==> src/rtl/wb_master_ctrl_if.sv <==
// wb_master_ctrl_if
//   Groups the command/response handshake and the Wishbone bus of the
//   wb_master_ctrl engine.
//   master modport : the engine side (drives cmd_ready, rsp_*, adr, dat_o,
//                    we, cyc, stb).
//   slave modport  : the environment side (drives cmd_*, rsp_ready, dat_i,
//                    ack, err, rty).
interface wb_master_ctrl_if #(
  parameter int unsigned WB_ADDRESS_W = 8,
  parameter int unsigned WB_WORD_W    = 8
);
  // command port
  logic                    cmd_valid;
  logic                    cmd_ready;
  logic                    cmd_we;
  logic [WB_ADDRESS_W-1:0] cmd_adr;
  logic [WB_WORD_W-1:0]    cmd_dat;
  // response port
  logic                    rsp_valid;
  logic                    rsp_ready;
  logic [WB_WORD_W-1:0]    rsp_dat;
  logic [1:0]              rsp_status;
  // Wishbone bus
  logic [WB_ADDRESS_W-1:0] adr;
  logic [WB_WORD_W-1:0]    dat_o;
  logic [WB_WORD_W-1:0]    dat_i;
  logic                    we;
  logic                    cyc;
  logic                    stb;
  logic                    ack;
  logic                    err;
  logic                    rty;

  modport master (
    input  cmd_valid, cmd_we, cmd_adr, cmd_dat, rsp_ready, dat_i, ack, err, rty,
    output cmd_ready, rsp_valid, rsp_dat, rsp_status, adr, dat_o, we, cyc, stb
  );

  modport slave (
    output cmd_valid, cmd_we, cmd_adr, cmd_dat, rsp_ready, dat_i, ack, err, rty,
    input  cmd_ready, rsp_valid, rsp_dat, rsp_status, adr, dat_o, we, cyc, stb
  );
endinterface

==> src/rtl/wb_master_ctrl.sv <==
// wb_master_ctrl
//   Wishbone classic-cycle master engine. Accepts one read/write command at
//   a time, runs a single Wishbone cycle for it (with bounded retry on rty
//   and a no-response timeout) and returns data/status on a response port.
// Ports:
//   clk  : clock, all logic on the rising edge
//   rst  : synchronous active-high reset
//   bus  : wb_master_ctrl_if.master
//          cmd_valid/cmd_ready/cmd_we/cmd_adr/cmd_dat : command handshake
//          rsp_valid/rsp_ready/rsp_dat/rsp_status     : response handshake
//                 status 00 ok, 01 err, 10 timeout, 11 retry exhausted
//          adr/dat_o/dat_i/we/cyc/stb/ack/err/rty      : Wishbone bus
module wb_master_ctrl #(
  parameter int unsigned WB_ADDRESS_W = 8,
  parameter int unsigned WB_WORD_W    = 8,
  parameter int unsigned MAX_RETRY    = 3,
  parameter int unsigned TIMEOUT      = 16
) (
  input logic             clk,
  input logic             rst,
  wb_master_ctrl_if.master bus
);

  typedef enum logic [1:0] {
    IDLE    = 2'd0,
    CYCLE   = 2'd1,
    BACKOFF = 2'd2,
    RESP    = 2'd3
  } state_t;

  localparam logic [1:0] ST_OK      = 2'b00;
  localparam logic [1:0] ST_ERR     = 2'b01;
  localparam logic [1:0] ST_TIMEOUT = 2'b10;
  localparam logic [1:0] ST_RETRY   = 2'b11;

  localparam logic [7:0] TO_LAST   = 8'(TIMEOUT - 1);
  localparam logic [3:0] RETRY_MAX = 4'(MAX_RETRY);

  state_t                  r_state, w_state_nxt;
  logic [WB_ADDRESS_W-1:0] r_adr, w_adr_nxt;
  logic [WB_WORD_W-1:0]    r_dat_o, w_dat_o_nxt;
  logic                    r_we, w_we_nxt;
  logic [WB_WORD_W-1:0]    r_rsp_dat, w_rsp_dat_nxt;
  logic [1:0]              r_rsp_status, w_rsp_status_nxt;
  logic [3:0]              r_retry_cnt, w_retry_cnt_nxt;
  logic [7:0]              r_to_cnt, w_to_cnt_nxt;

  always_ff @(posedge clk) begin
    if (rst) begin
      r_state      <= IDLE;
      r_adr        <= '0;
      r_dat_o      <= '0;
      r_we         <= 1'b0;
      r_rsp_dat    <= '0;
      r_rsp_status <= ST_OK;
      r_retry_cnt  <= '0;
      r_to_cnt     <= '0;
    end else begin
      r_state      <= w_state_nxt;
      r_adr        <= w_adr_nxt;
      r_dat_o      <= w_dat_o_nxt;
      r_we         <= w_we_nxt;
      r_rsp_dat    <= w_rsp_dat_nxt;
      r_rsp_status <= w_rsp_status_nxt;
      r_retry_cnt  <= w_retry_cnt_nxt;
      r_to_cnt     <= w_to_cnt_nxt;
    end
  end

  always_comb begin
    w_state_nxt      = r_state;
    w_adr_nxt        = r_adr;
    w_dat_o_nxt      = r_dat_o;
    w_we_nxt         = r_we;
    w_rsp_dat_nxt    = r_rsp_dat;
    w_rsp_status_nxt = r_rsp_status;
    w_retry_cnt_nxt  = r_retry_cnt;
    w_to_cnt_nxt     = r_to_cnt;

    unique case (r_state)
      IDLE: begin
        if (bus.cmd_valid) begin
          w_adr_nxt       = bus.cmd_adr;
          w_dat_o_nxt     = bus.cmd_dat;
          w_we_nxt        = bus.cmd_we;
          w_retry_cnt_nxt = '0;
          w_to_cnt_nxt    = '0;
          w_state_nxt     = CYCLE;
        end
      end

      CYCLE: begin
        // A termination in the last allowed cycle beats the timeout.
        if (bus.err) begin
          w_rsp_dat_nxt    = '0;
          w_rsp_status_nxt = ST_ERR;
          w_state_nxt      = RESP;
        end else if (bus.ack) begin
          w_rsp_dat_nxt    = r_we ? '0 : bus.dat_i;
          w_rsp_status_nxt = ST_OK;
          w_state_nxt      = RESP;
        end else if (bus.rty) begin
          if (r_retry_cnt < RETRY_MAX) begin
            w_retry_cnt_nxt = r_retry_cnt + 4'd1;
            w_state_nxt     = BACKOFF;
          end else begin
            w_rsp_dat_nxt    = '0;
            w_rsp_status_nxt = ST_RETRY;
            w_state_nxt      = RESP;
          end
        end else if (r_to_cnt == TO_LAST) begin
          w_rsp_dat_nxt    = '0;
          w_rsp_status_nxt = ST_TIMEOUT;
          w_state_nxt      = RESP;
        end else begin
          w_to_cnt_nxt = r_to_cnt + 8'd1;
        end
      end

      BACKOFF: begin
        w_to_cnt_nxt = '0;
        w_state_nxt  = CYCLE;
      end

      RESP: begin
        if (bus.rsp_ready) begin
          w_state_nxt = IDLE;
        end
      end

      default: w_state_nxt = IDLE;
    endcase
  end

  // cmd_ready is masked while rst is high so no command looks accepted
  // on a reset edge.
  assign bus.cmd_ready  = (r_state == IDLE) && !rst;
  assign bus.rsp_valid  = (r_state == RESP);
  assign bus.rsp_dat    = r_rsp_dat;
  assign bus.rsp_status = r_rsp_status;
  assign bus.adr        = r_adr;
  assign bus.dat_o      = r_dat_o;
  assign bus.we         = r_we;
  assign bus.cyc        = (r_state == CYCLE);
  assign bus.stb        = (r_state == CYCLE);

endmodule
==> src/flat_wrapper.sv <==
// flat-port wrapper written by rule: the top's interface ports become plain ports
module wb_master_ctrl_flat 
#(
  parameter int unsigned WB_ADDRESS_W = 8,
  parameter int unsigned WB_WORD_W    = 8,
  parameter int unsigned MAX_RETRY    = 3,
  parameter int unsigned TIMEOUT      = 16
)
  (clk, rst, bus_cmd_valid, bus_cmd_we, bus_cmd_adr, bus_cmd_dat, bus_rsp_ready, bus_dat_i, bus_ack, bus_err, bus_rty, bus_cmd_ready, bus_rsp_valid, bus_rsp_dat, bus_rsp_status, bus_adr, bus_dat_o, bus_we, bus_cyc, bus_stb);
  wb_master_ctrl_if #(.WB_ADDRESS_W(WB_ADDRESS_W), .WB_WORD_W(WB_WORD_W)) bus_i ();
  input logic clk;
  input logic rst;
  input wire logic [$bits(bus_i.cmd_valid)-1:0] bus_cmd_valid;
  input wire logic [$bits(bus_i.cmd_we)-1:0] bus_cmd_we;
  input wire logic [$bits(bus_i.cmd_adr)-1:0] bus_cmd_adr;
  input wire logic [$bits(bus_i.cmd_dat)-1:0] bus_cmd_dat;
  input wire logic [$bits(bus_i.rsp_ready)-1:0] bus_rsp_ready;
  input wire logic [$bits(bus_i.dat_i)-1:0] bus_dat_i;
  input wire logic [$bits(bus_i.ack)-1:0] bus_ack;
  input wire logic [$bits(bus_i.err)-1:0] bus_err;
  input wire logic [$bits(bus_i.rty)-1:0] bus_rty;
  output wire logic [$bits(bus_i.cmd_ready)-1:0] bus_cmd_ready;
  output wire logic [$bits(bus_i.rsp_valid)-1:0] bus_rsp_valid;
  output wire logic [$bits(bus_i.rsp_dat)-1:0] bus_rsp_dat;
  output wire logic [$bits(bus_i.rsp_status)-1:0] bus_rsp_status;
  output wire logic [$bits(bus_i.adr)-1:0] bus_adr;
  output wire logic [$bits(bus_i.dat_o)-1:0] bus_dat_o;
  output wire logic [$bits(bus_i.we)-1:0] bus_we;
  output wire logic [$bits(bus_i.cyc)-1:0] bus_cyc;
  output wire logic [$bits(bus_i.stb)-1:0] bus_stb;
  assign bus_i.cmd_valid = bus_cmd_valid;
  assign bus_i.cmd_we = bus_cmd_we;
  assign bus_i.cmd_adr = bus_cmd_adr;
  assign bus_i.cmd_dat = bus_cmd_dat;
  assign bus_i.rsp_ready = bus_rsp_ready;
  assign bus_i.dat_i = bus_dat_i;
  assign bus_i.ack = bus_ack;
  assign bus_i.err = bus_err;
  assign bus_i.rty = bus_rty;
  assign bus_cmd_ready = bus_i.cmd_ready;
  assign bus_rsp_valid = bus_i.rsp_valid;
  assign bus_rsp_dat = bus_i.rsp_dat;
  assign bus_rsp_status = bus_i.rsp_status;
  assign bus_adr = bus_i.adr;
  assign bus_dat_o = bus_i.dat_o;
  assign bus_we = bus_i.we;
  assign bus_cyc = bus_i.cyc;
  assign bus_stb = bus_i.stb;
  wb_master_ctrl #(.WB_ADDRESS_W(WB_ADDRESS_W), .WB_WORD_W(WB_WORD_W), .MAX_RETRY(MAX_RETRY), .TIMEOUT(TIMEOUT)) u_core (.clk(clk), .rst(rst), .bus(bus_i));
endmodule
==> config.mk <==
export PLATFORM = sky130hd
export DESIGN_NAME = wb_master_ctrl_flat
export DESIGN_NICKNAME = d
export VERILOG_FILES = /design/src/rtl/wb_master_ctrl_if.sv /design/src/rtl/wb_master_ctrl.sv /design/src/flat_wrapper.sv
export SDC_FILE = /design/constraint.sdc
export NUM_CORES = 1
export LEC_CHECK = 0
export ABC_CLOCK_PERIOD_IN_PS = 2630
export BUFFER_PORTS_ARGS = -buffer_cell sky130_fd_sc_hd__buf_2
export CAP_MARGIN = 25
export CORE_ASPECT_RATIO = 1.5
export CORE_MARGIN = 1
export CORE_UTILIZATION = 25
export CTS_BUF_LIST = sky130_fd_sc_hd__clkbuf_4 sky130_fd_sc_hd__clkbuf_8 sky130_fd_sc_hd__clkbuf_16
export CTS_CLUSTER_DIAMETER = 50
export DETAILED_ROUTE_END_ITERATION = 7
export GPL_TIMING_DRIVEN = 0
export PLACE_DENSITY = 0.49
export SETUP_SLACK_MARGIN = 0.2
export SLEW_MARGIN = 20
export SYNTH_ARGS = -nofsm -noshare
export SYNTH_HDL_FRONTEND = slang
export SYNTH_SLANG_ARGS = --single-unit
==> constraint.sdc <==
create_clock -name clk -period 2.63 [get_ports clk]
set_input_delay 0.3945 -clock clk [delete_from_list [all_inputs] [get_ports clk]]
set_output_delay 0.3945 -clock clk [all_outputs]
set_load 0.01 [all_outputs]
After elaboration in Yosys (flattened, before gate mapping)
Cells that the tools add are included.
{"block": "totals", "ff_bits": 41, "inputBits": 32, "wordCells": 67}
{"block": "classes", "add_sub_neg": 2, "magnitude_cmp": 1, "n_eq_ne": 14, "mux": 31, "reduce_logical": 11}
{"cell": "$mux W8", "n": 11}
{"cell": "$pmux W8 S3", "n": 1}
{"cell": "$mux W2", "n": 11}
{"cell": "$mux W4", "n": 5}
{"cell": "$ne A2 B2 Y1 const B", "n": 7}
{"cell": "$reduce_and A6 Y1", "n": 2}
{"cell": "$add A8 B1 Y8 const B", "n": 1}
{"cell": "$eq A8 B4 Y1 const B", "n": 1}
{"cell": "$pmux W2 S4", "n": 1}
{"cell": "$pmux W4 S2", "n": 1}
{"cell": "$reduce_and A3 Y1", "n": 2}
{"cell": "$ne A5 B4 Y1 const B", "n": 1}
{"cell": "$add A4 B1 Y4 const B", "n": 1}
{"cell": "$eq A2 B2 Y1 const B", "n": 2}
{"cell": "$lt A4 B2 Y1 const B", "n": 1}
{"cell": "$ne A4 B4 Y1 const B", "n": 1}
{"cell": "$reduce_bool A4 Y1", "n": 1}
{"cell": "$reduce_bool A3 Y1", "n": 1}
{"cell": "$eq A2 B1 Y1 const B", "n": 1}
{"cell": "$logic_not A2 Y1", "n": 1}
{"cell": "$ne A2 B1 Y1 const B", "n": 1}
{"cell": "$reduce_and A2 Y1", "n": 1}
{"cell": "$reduce_bool A2 Y1", "n": 1}
{"cell": "$logic_and A1 B1 Y1", "n": 1}
{"cell": "other kinds (2)", "n": 2}

Longest topological paths before layout
Gate-level depths: netlist of the first run.
{"block": "logic_depth", "word_depth": 6, "depth_mapped": 6, "mapped_depth_nobuf": 5}

Worst setup path after synthesis of the first run
Ideal clock, no wire load.
{"block": "synth_path", "path_kind": "reg-to-reg", "startpoint": "register u_core.r_to_cnt[4]", "endpoint": "register u_core.r_rsp_status[1], in the netlist u_core.bus.rsp_status[1]", "setup_time_ns": 0.079, "arrival_time_ns": 1.456, "required_ns": 2.551, "slack_ns": 1.095, "stages_incl_launch_ff": 6, "cell_sequence": "dfxtp_1 buf_6 or4_4 o21ai_2 nand2_4 a211oi_2"}
{"block": "synth_between", "elab_chain_cells": 3}
{"item": "from (decl)", "line": "wb_master_ctrl.sv:46", "rtl": "logic [7:0] r_to_cnt, w_to_cnt_nxt;"}
{"item": "from (signal assigned)", "line": "wb_master_ctrl.sv:66", "rtl": "r_to_cnt <= w_to_cnt_nxt;"}
{"item": "$eq A8 B4 Y1", "line": "wb_master_ctrl.sv:111", "rtl": "end else if (r_to_cnt == TO_LAST) begin"}
{"item": "$reduce_bool A4 Y1 (no source line)"}
{"item": "$reduce_and A3 Y1 (no source line)"}
{"item": "to (signal assigned)", "line": "wb_master_ctrl.sv:64", "rtl": "r_rsp_status <= w_rsp_status_nxt;"}
{"item": "to (decl)", "line": "wb_master_ctrl.sv:44", "rtl": "logic [1:0] r_rsp_status, w_rsp_status_nxt;"}
No other way between the ends.
A chain may end at the register's enable or synchronous reset.

Worst setup path in the final report of the first run
{"block": "layout_path", "startpoint": "register u_core.r_state[1]", "endpoint": "output port bus_stb"}
{"block": "layout_between", "elab_chain_cells": 1}
{"item": "from (decl)", "line": "wb_master_ctrl.sv:39", "rtl": "state_t r_state, w_state_nxt;"}
{"item": "from (signal assigned)", "line": "wb_master_ctrl.sv:59", "rtl": "r_state <= w_state_nxt;"}
{"item": "$eq A2 B1 Y1", "line": "wb_master_ctrl.sv:145", "rtl": "assign bus.stb = (r_state == CYCLE);"}
{"item": "to (decl)", "line": "flat_wrapper.sv:30", "rtl": "output wire logic [$bits(bus_i.stb)-1:0] bus_stb;"}
No other way between the ends.

==> impl_results.md, run 1 <==
* Number of port buffers at 62
* Die X at 71.5 um
* Critical path arrival at 1.64 ns
* Clk root buf: clkbuf_8
* Register area share after synthesis at 45.3%
* Max-slew headroom at 49.2%
* Leading post-synthesis cells by cell area: dfxtp_1, nand2_1, a21oi_1
* Slowest stage delay, CP at 0.38 ns
* CTS tree: done
* Minimum clock period at 2.03 ns
* Worst path slowest cell: or2b_2
* Post-CTS Setup Bufs at 0
* Fin crit share at 77.4%
* Clk_lat worst skew at 0.29 ns
* FMAX at 491 MHz
* EDFF count, synth at 0
* DIE AREA at 7600 sq um
* Sequence of cells on the critical path: clkbuf_1 > or2b_2 > inv_1 > buf_4 > buf_2
* Max rail drop VDD at 0.216 mV
* First-pass GRT wire length at 7.38 mm
* Synth cell types at 45
* Routed Antenna Nets at 0
* DP HPWL at 3.37 mm
* Finish-stage setup viols at 0
* Area share of the largest cell type after synthesis at 45.3%
* Crit start category: flop
* Routed WL per cell at 12.6 um
* Post-synth top cells: nand2_1, dfxtp_1, a21oi_1
* Initial antenna violation count at 0
* CORE AREA at 6940 sq um
* Clock Path Buffers at 2
* Synth Cell Area at 1810 sq um
* Ports at 63
* Final #Nets at 318
* CTS Hold Bufs at 0
* Clock-pin slew on the worst setup and hold paths at 0.08 ns
* Setup Skew at 0.00882 ns
* First-pass iteration count of the detailed router at 4
* Vias in the first global route at 1576
* Starting Density at 26.1%
* Top layer in use: met4
* H-Tree Depth at 2
* Final slew viol count at 0
* Setup_tns at 0 ns
* Vias per cell at 4.74
* Clock sink count at 41
* Largest net degree at the start of global routing at 13
* CTS buffer count at 5
* Area leader, netlist: dfxtp_1
* RSZ-0062 raised after global routing: no
* LEAKAGE at 1.04 nW
* GPL Wtd Cong at 0.789
* GRT Total Usage at 12.7%
* Actual slew at the worst max-slew pin at 0.759 ns
* Avg Cell Area, Syn at 8.43 sq um
* Status: finished, final reports clean
* Routed wl met3 at 181 um
* Post-synth net total at 249
* Hold Fails Final Rpt at 0
* Min-Delay Path Class: primary input to flop
* # rows at 37
* Layout cells sized above 1 at 30.3%
* Kind of end point of the critical path: output port
* Total congestion overflow at 0
* Routed WL at 4.57 mm
* Prevailing post-synth register cell: dfxtp_1
* Yosys Warn Count at 0
* Power Dens Cells at 580 nW/um^2
* Vias at 1715
* DRC at 0
* WS Path Type: flop to output port
* Hold_ws at 0.309 ns
* DR iter-0 viols at 65
* Layout area overhead at 28.6%
* CP required at 2.24 ns
* Routed wl met2 at 2.33 mm
* Post-Route M1 WL at 1.98 mm
* Crit-path max FO at 10
* Number of max-cap violations at 0
* Yosys reg bits at 41
* Vert. Die Dim at 106 um
* Fillcell total at 778
* Post-cts resize count at 0
* Gate Count Post-Synth at 215
* Count leader, synth: nand2_1
* Tot Pwr at 1.35 mW
* Synth async-reset ratio at 0%
* Antenna diodes at 0
## cell families (layout without fill, tap and decap cells)
logic type               count (synthesis)  count (layout)  share of synthesized area [%]
buffers and inverters                   18              87                           5.73
adder cells (fa/ha/maj)                  2               2                           1.38
XOR/XNOR                                 1               1                          0.484
AO/OA/AOI/OAI                           43              43                           14.8
flip-flops                              41              41                           45.3
multiplexers                             8               8                           4.42
AND/OR/NAND/NOR                        102             102                           27.9
## flip-flops by register name (all words and copies together) (netlist names)
name / flops
u_core.bus.adr: 8
u_core.r_state: 2
u_core.r_retry_cnt: 4
u_core.bus.rsp_dat: 8
u_core.r_to_cnt: 8
u_core.bus.dat_o: 8
u_core.bus.we: 1
u_core.bus.rsp_status: 2
## power breakdown
| part | internal (mW) | switching [mW] | leakage, nW |
|---|---|---|---|
| clock | 0.276 | 0.221 | 0.0540 |
| sequential | 0.647 | 0.0121 | 0.334 |
| combinational | 0.0817 | 0.114 | 0.655 |
## critical path: cells and delay by family (launching register included)
| family | cells | cell delay, ns |
|---|---|---|
| flip-flops | 1 | 0.30 |
| buffers and inverters | 4 | 0.67 |
| AND/OR/NAND/NOR | 1 | 0.38 |
## layout by cell type (no fill, tap or decap), drive strengths merged, types with 5 or more instances in the layout
cell type	count
a21oi	23
a31oi	7
buf	70
clkbuf	10
dfxtp	41
inv	5
mux2i	8
nand2	54
nand2b	8
nand3	10
nor2	7
## routing by layer
metal / track usage [%] / vias to the layer above
li1: - / 879
met3: 3.13 / 6
met4: 5.04 / 0
met1: 14.6 / 794
met5: 0 / -
met2: 22.0 / 36
## through the flow
stage / instances / area, sq um / setup WS [ns] / util, %
after global routing: 362 / 2330 / 0.454 / 33.5
after global placement: 355 / 2220 / 0.536 / 32.0
after CTS: 362 / 2330 / 0.579 / 33.5
after floorplan: 215 / 1810 / 1.10 / -
final: 362 / 2330 / 0.595 / 33.5
after detailed placement: 355 / 2230 / 0.689 / 32.1
## worst paths after layout
kind / to / slack, ns / start / cells past startpoint
min: u_core.r_state[0]$_SDFFE_PP0P_ / 0.31 / bus_rsp_ready / 2
min reg2reg: u_core.bus.rsp_status[0]$_SDFFE_PP0P_ / 0.45 / u_core.bus.rsp_status[0]$_SDFFE_PP0P_ / 2
max reg2reg: u_core.bus.we$_SDFFE_PP0P_ / 0.93 / u_core.r_state[1]$_SDFFE_PP0P_ / 6
max: bus_stb / 0.60 / u_core.r_state[1]$_SDFFE_PP0P_ / 5
## layout make-up
| type | instances | area [sq um] | share of cell area (%) |
|---|---|---|---|
| clock buffer | 5 | 68.8 | 2.95 |
| inverter | 5 | 18.8 | 0.806 |
| multi-input combinational | 156 | 893 | 38.3 |
| clock inverter | 2 | 35.0 | 1.50 |
| buffer | 13 | 85.1 | 3.65 |
| sequential | 41 | 821 | 35.2 |
| timing repair buffer | 62 | 310 | 13.3 |
| tap | 78 | 97.6 | 4.19 |
Note: power is estimated with default switching activity, not from simulation.
==> inputs of run 2 (changes only) <==
- ABC_AREA: default -> 1
- ABC_CLOCK_PERIOD_IN_PS: 2630 -> 1900
- PLACE_DENSITY: 0.49 -> 0.48
- clock period: 2.63 -> 1.9 ns (I/O delays scaled with it)
==> run 2 against run 1 <==
- non-clock buffer count decreased by 5
- global-route usage increased by 0.50 points
- first-iteration DRC count decreased by 7.7%
- synthesized area increased by 7.9%
- cell count increased by 24%
- critical path depth unchanged
- critical endpoint unchanged
- sequential share of layout area decreased by 3.1 points
- largest power group is now clock
- hold slack got worse by 0.045 ns
==> impl_results.md, run 2 <==
* Setup Skew at 0.00887 ns (+0.0000564 ns)
* Synth Cell Area at 1950 sq um (+7.9%)
* Finish-stage setup viols at 0 (unchanged)
* Avg Cell Area, Syn at 7.03 sq um (-17%)
* Largest net degree at the start of global routing at 15 (+2)
* CTS tree: done
* R2r endpoint: u_core.bus.rsp_dat[7]$_SDFFE_PP0P_
* Power Dens Cells at 946 nW/um^2 (+63%)
* Vias in the first global route at 1817 (+15%)
* Bufs and invs on worst path at 4 (unchanged)
* GRT Total Usage at 13.2% (+0.50 points)
* Share of total power in combinational logic at 20.0% (+5.5 points)
* Vert. Die Dim at 110 um (+3.8%)
* Kind of end point of the critical path: output port
* Final core occ at 33.5% (about the same)
* End point of the critical path: bus_stb
* Actual slew at the worst max-slew pin at 0.502 ns (-0.257 ns)
* Register area share after synthesis at 42.0% (-3.3 points)
* Synth cell types at 28 (-38%)
* Routed WL at 4.96 mm (+8.6%)
* LEAKAGE at 1.18 nW (+13%)
* Minimum clock period at 1.58 ns
* Vias per cell at 4.39 (-7.4%)
* Clk network pwr share at 40.4% (+3.6 points)
* Cell internal pwr at 1.73 mW (+72%)
* FF-to-FF Start: u_core.r_to_cnt[0]$_SDFFE_PP0P_
* Number of port buffers at 60 (-3.2%)
* DP HPWL at 3.73 mm (+11%)
* Max-slew headroom at 66.5% (+17 points)
* Routed Antenna Nets at 0 (unchanged)
* Post-synth net total at 312 (+25%)
* Hold Fails Final Rpt at 0 (unchanged)
* Leading post-synthesis cells by cell area: dfxtp_1, nand2_1, nand3_1
* Top delay family on crit path: buffers and inverters
* Sw Share at 28.5% (+2.9 points)
* Area leader, netlist: dfxtp_1
* Total congestion overflow at 0 (unchanged)
* Clock sink count at 41 (unchanged)
* Register-to-Register Path Depth at 8 (+2)
* Post-CTS Setup Bufs at 0 (unchanged)
* GPL Wtd Cong at 0.798 (+1.2%)
* Vias at 1965 (+15%)
* WS Path Type: flop to output port
* DIE AREA at 8180 sq um (+7.7%)
* Fin crit share at 83.1%
* Number of max-cap violations at 0 (unchanged)
* Crit. path cell count at 5 (unchanged)
* # rows at 39 (+5.4%)
* Synth async-reset ratio at 0% (unchanged)
* Worst R2R Setup Slack at 0.42 ns (-0.51 ns)
* H-Tree Depth at 2 (unchanged)
* Prevailing post-synth register cell: dfxtp_1
* FMAX at 634 MHz
* Clock-pin slew on the worst setup and hold paths at 0.06 ns (-0.02 ns)
* DR iter-0 viols at 60 (-7.7%)
* CP required at 1.62 ns (-0.62 ns)
* Net Switching at 690 uW (+99%)
* Commonest non-fill, non-tap cell in the layout: nand2_1
* CTS Hold Bufs at 0 (unchanged)
* DRC at 0 (unchanged)
* Crit-path max FO at 10 (unchanged)
* Final #Nets at 379 (+19%)
* Initial antenna violation count at 0 (unchanged)
* Final slew viol count at 0 (unchanged)
* Critical path arrival at 1.29 ns (-0.35 ns)
* CTS buffer count at 5 (unchanged)
* First-pass iteration count of the detailed router at 6 (+2)
* Most frequent cells in the layout: nand2_1, buf_2, dfxtp_1
* CORE AREA at 7610 sq um (+9.6%)
* Post-cts resize count at 0 (unchanged)
* First-pass GRT wire length at 8.29 mm (+12%)
* Layout area overhead at 30.7%
* Die X at 74.2 um (+3.8%)
* Setup_tns at 0 ns (unchanged)
* Yosys reg bits at 41 (unchanged)
* Sequence of cells on the critical path: inv_2 > nand2_4 > inv_4 > buf_4 > buf_2
* Max rail drop VDD at 0.555 mV (+160%)
* Worst path slowest cell: dfxtp_1
* Starting Density at 25.7% (-0.42 points)
* Layout cells sized above 1 at 26.6% (-3.7 points)
* Status: finished, final reports clean
* Post-synth top cells: nand2_1, dfxtp_1, nand3_1
* Routed WL per cell at 11.1 um (-12%)
* Area share of the largest cell type after synthesis at 42.0% (-3.3 points)
* Ports at 63 (unchanged)
* RSZ-0062 raised after global routing: no
* Worst Setup SP: u_core.r_state[1]$_SDFFE_PP0P_
* Seq pwr share at 39.5% (-9.2 points)
* Antenna diodes at 0 (unchanged)
* Clk root buf: clkbuf_16
* Min-Delay Path Class: primary input to flop
* Clock Path Buffers at 2 (unchanged)
* Count leader, synth: nand2_1
* Slowest stage delay, CP at 0.43 ns (+0.05 ns)
* Yosys Warn Count at 0 (unchanged)
* EDFF count, synth at 0 (unchanged)
* Gate Count Post-Synth at 278 (+29%)
* Crit start category: flop
* Clk_lat worst skew at 0.29 ns (about the same)
## run 2: cell types whose count changed in the layout (fill, tap and decap cells not counted), moves of 6 or more
cell | previous run | this run
a31oi_1 | 7 | 0
nand2_1 | 52 | 70
nand3_1 | 10 | 40
nand2b_1 | 8 | 0
nor2_1 | 7 | 38
inv_1 | 5 | 20
clkbuf_8 | 6 | 0
mux2i_1 | 8 | 0
## run 2: worst min path at each step
stage,from,to,cells after the start
after floorplan,u_core.r_retry_cnt[3]$_SDFFE_PP0P_,u_core.r_retry_cnt[3]$_SDFFE_PP0P_,2
after global placement,u_core.r_retry_cnt[3]$_SDFFE_PP0P_,u_core.r_retry_cnt[3]$_SDFFE_PP0P_,2
after detailed placement,u_core.r_retry_cnt[3]$_SDFFE_PP0P_,u_core.r_retry_cnt[3]$_SDFFE_PP0P_,2
after CTS,bus_cmd_dat[4],u_core.bus.dat_o[4]$_SDFFE_PP0P_,3
after global routing,bus_cmd_adr[0],u_core.bus.adr[0]$_SDFFE_PP0P_,3
final,bus_cmd_dat[4],u_core.bus.dat_o[4]$_SDFFE_PP0P_,3
## run 2: layout make-up
type / count / area, sq um
inverters: 23 / 88.8
well taps: 102 / 128
fillers: 884 / 5060
clock buffers: 5 / 125
flip-flops and latches: 41 / 821
multi-input cells: 204 / 991
clock inverters: 3 / 46.3
plain buffers: 10 / 53.8
repair buffers: 60 / 300
## run 2: per-layer routing
metal	part of all wire [%]	global-route usage (%)	up-vias
li1	-	-	1030
met5	0	0	-
met2	50	22.9	54
met4	1.1	5.08	0
met1	45	15.4	876
met3	4.3	2.91	5
## run 2: worst reg2reg max path: cells and delay by family, from the launching register on
family        cells  cell delay [ns]
simple gates      7             0.83
flops             1             0.36
fa+ha+maj         1             0.20
## run 2: power groups by stage
stage	registers [mW]	logic, mW	clock network, mW
5_1_grt	0.962	0.550	1.06
6_report	0.955	0.484	0.977
2_1_floorplan	0.999	0.301	0
3_5_place_dp	0.974	0.493	0
4_1_cts	0.955	0.495	1.02
3_3_place_gp	0.973	0.492	0
## run 2: kinds of logic (layout without fill, tap and decap cells)
group	count (synthesis)	count (layout)	synth area share (%)
AO/OA/AOI/OAI	31	31	7.94
flip-flops	41	41	42.0
AND/OR/NAND/NOR	171	171	41.5
buffers and inverters	33	101	7.30
adder cells (fa/ha/maj)	2	2	1.28
## run 2: through the flow
step                power, mW  hold WS, ns  std cells  setup WS (ns)  cell area [sq um]
floorplan                1.30        0.419        278          0.673               1950
global placement         1.47        0.434        440          0.434               2380
detailed placement       1.47        0.431        440          0.431               2380
CTS                      2.47        0.261        448          0.306               2550
global route             2.57        0.264        448          0.250               2550
finish                   2.42        0.265        448          0.322               2550
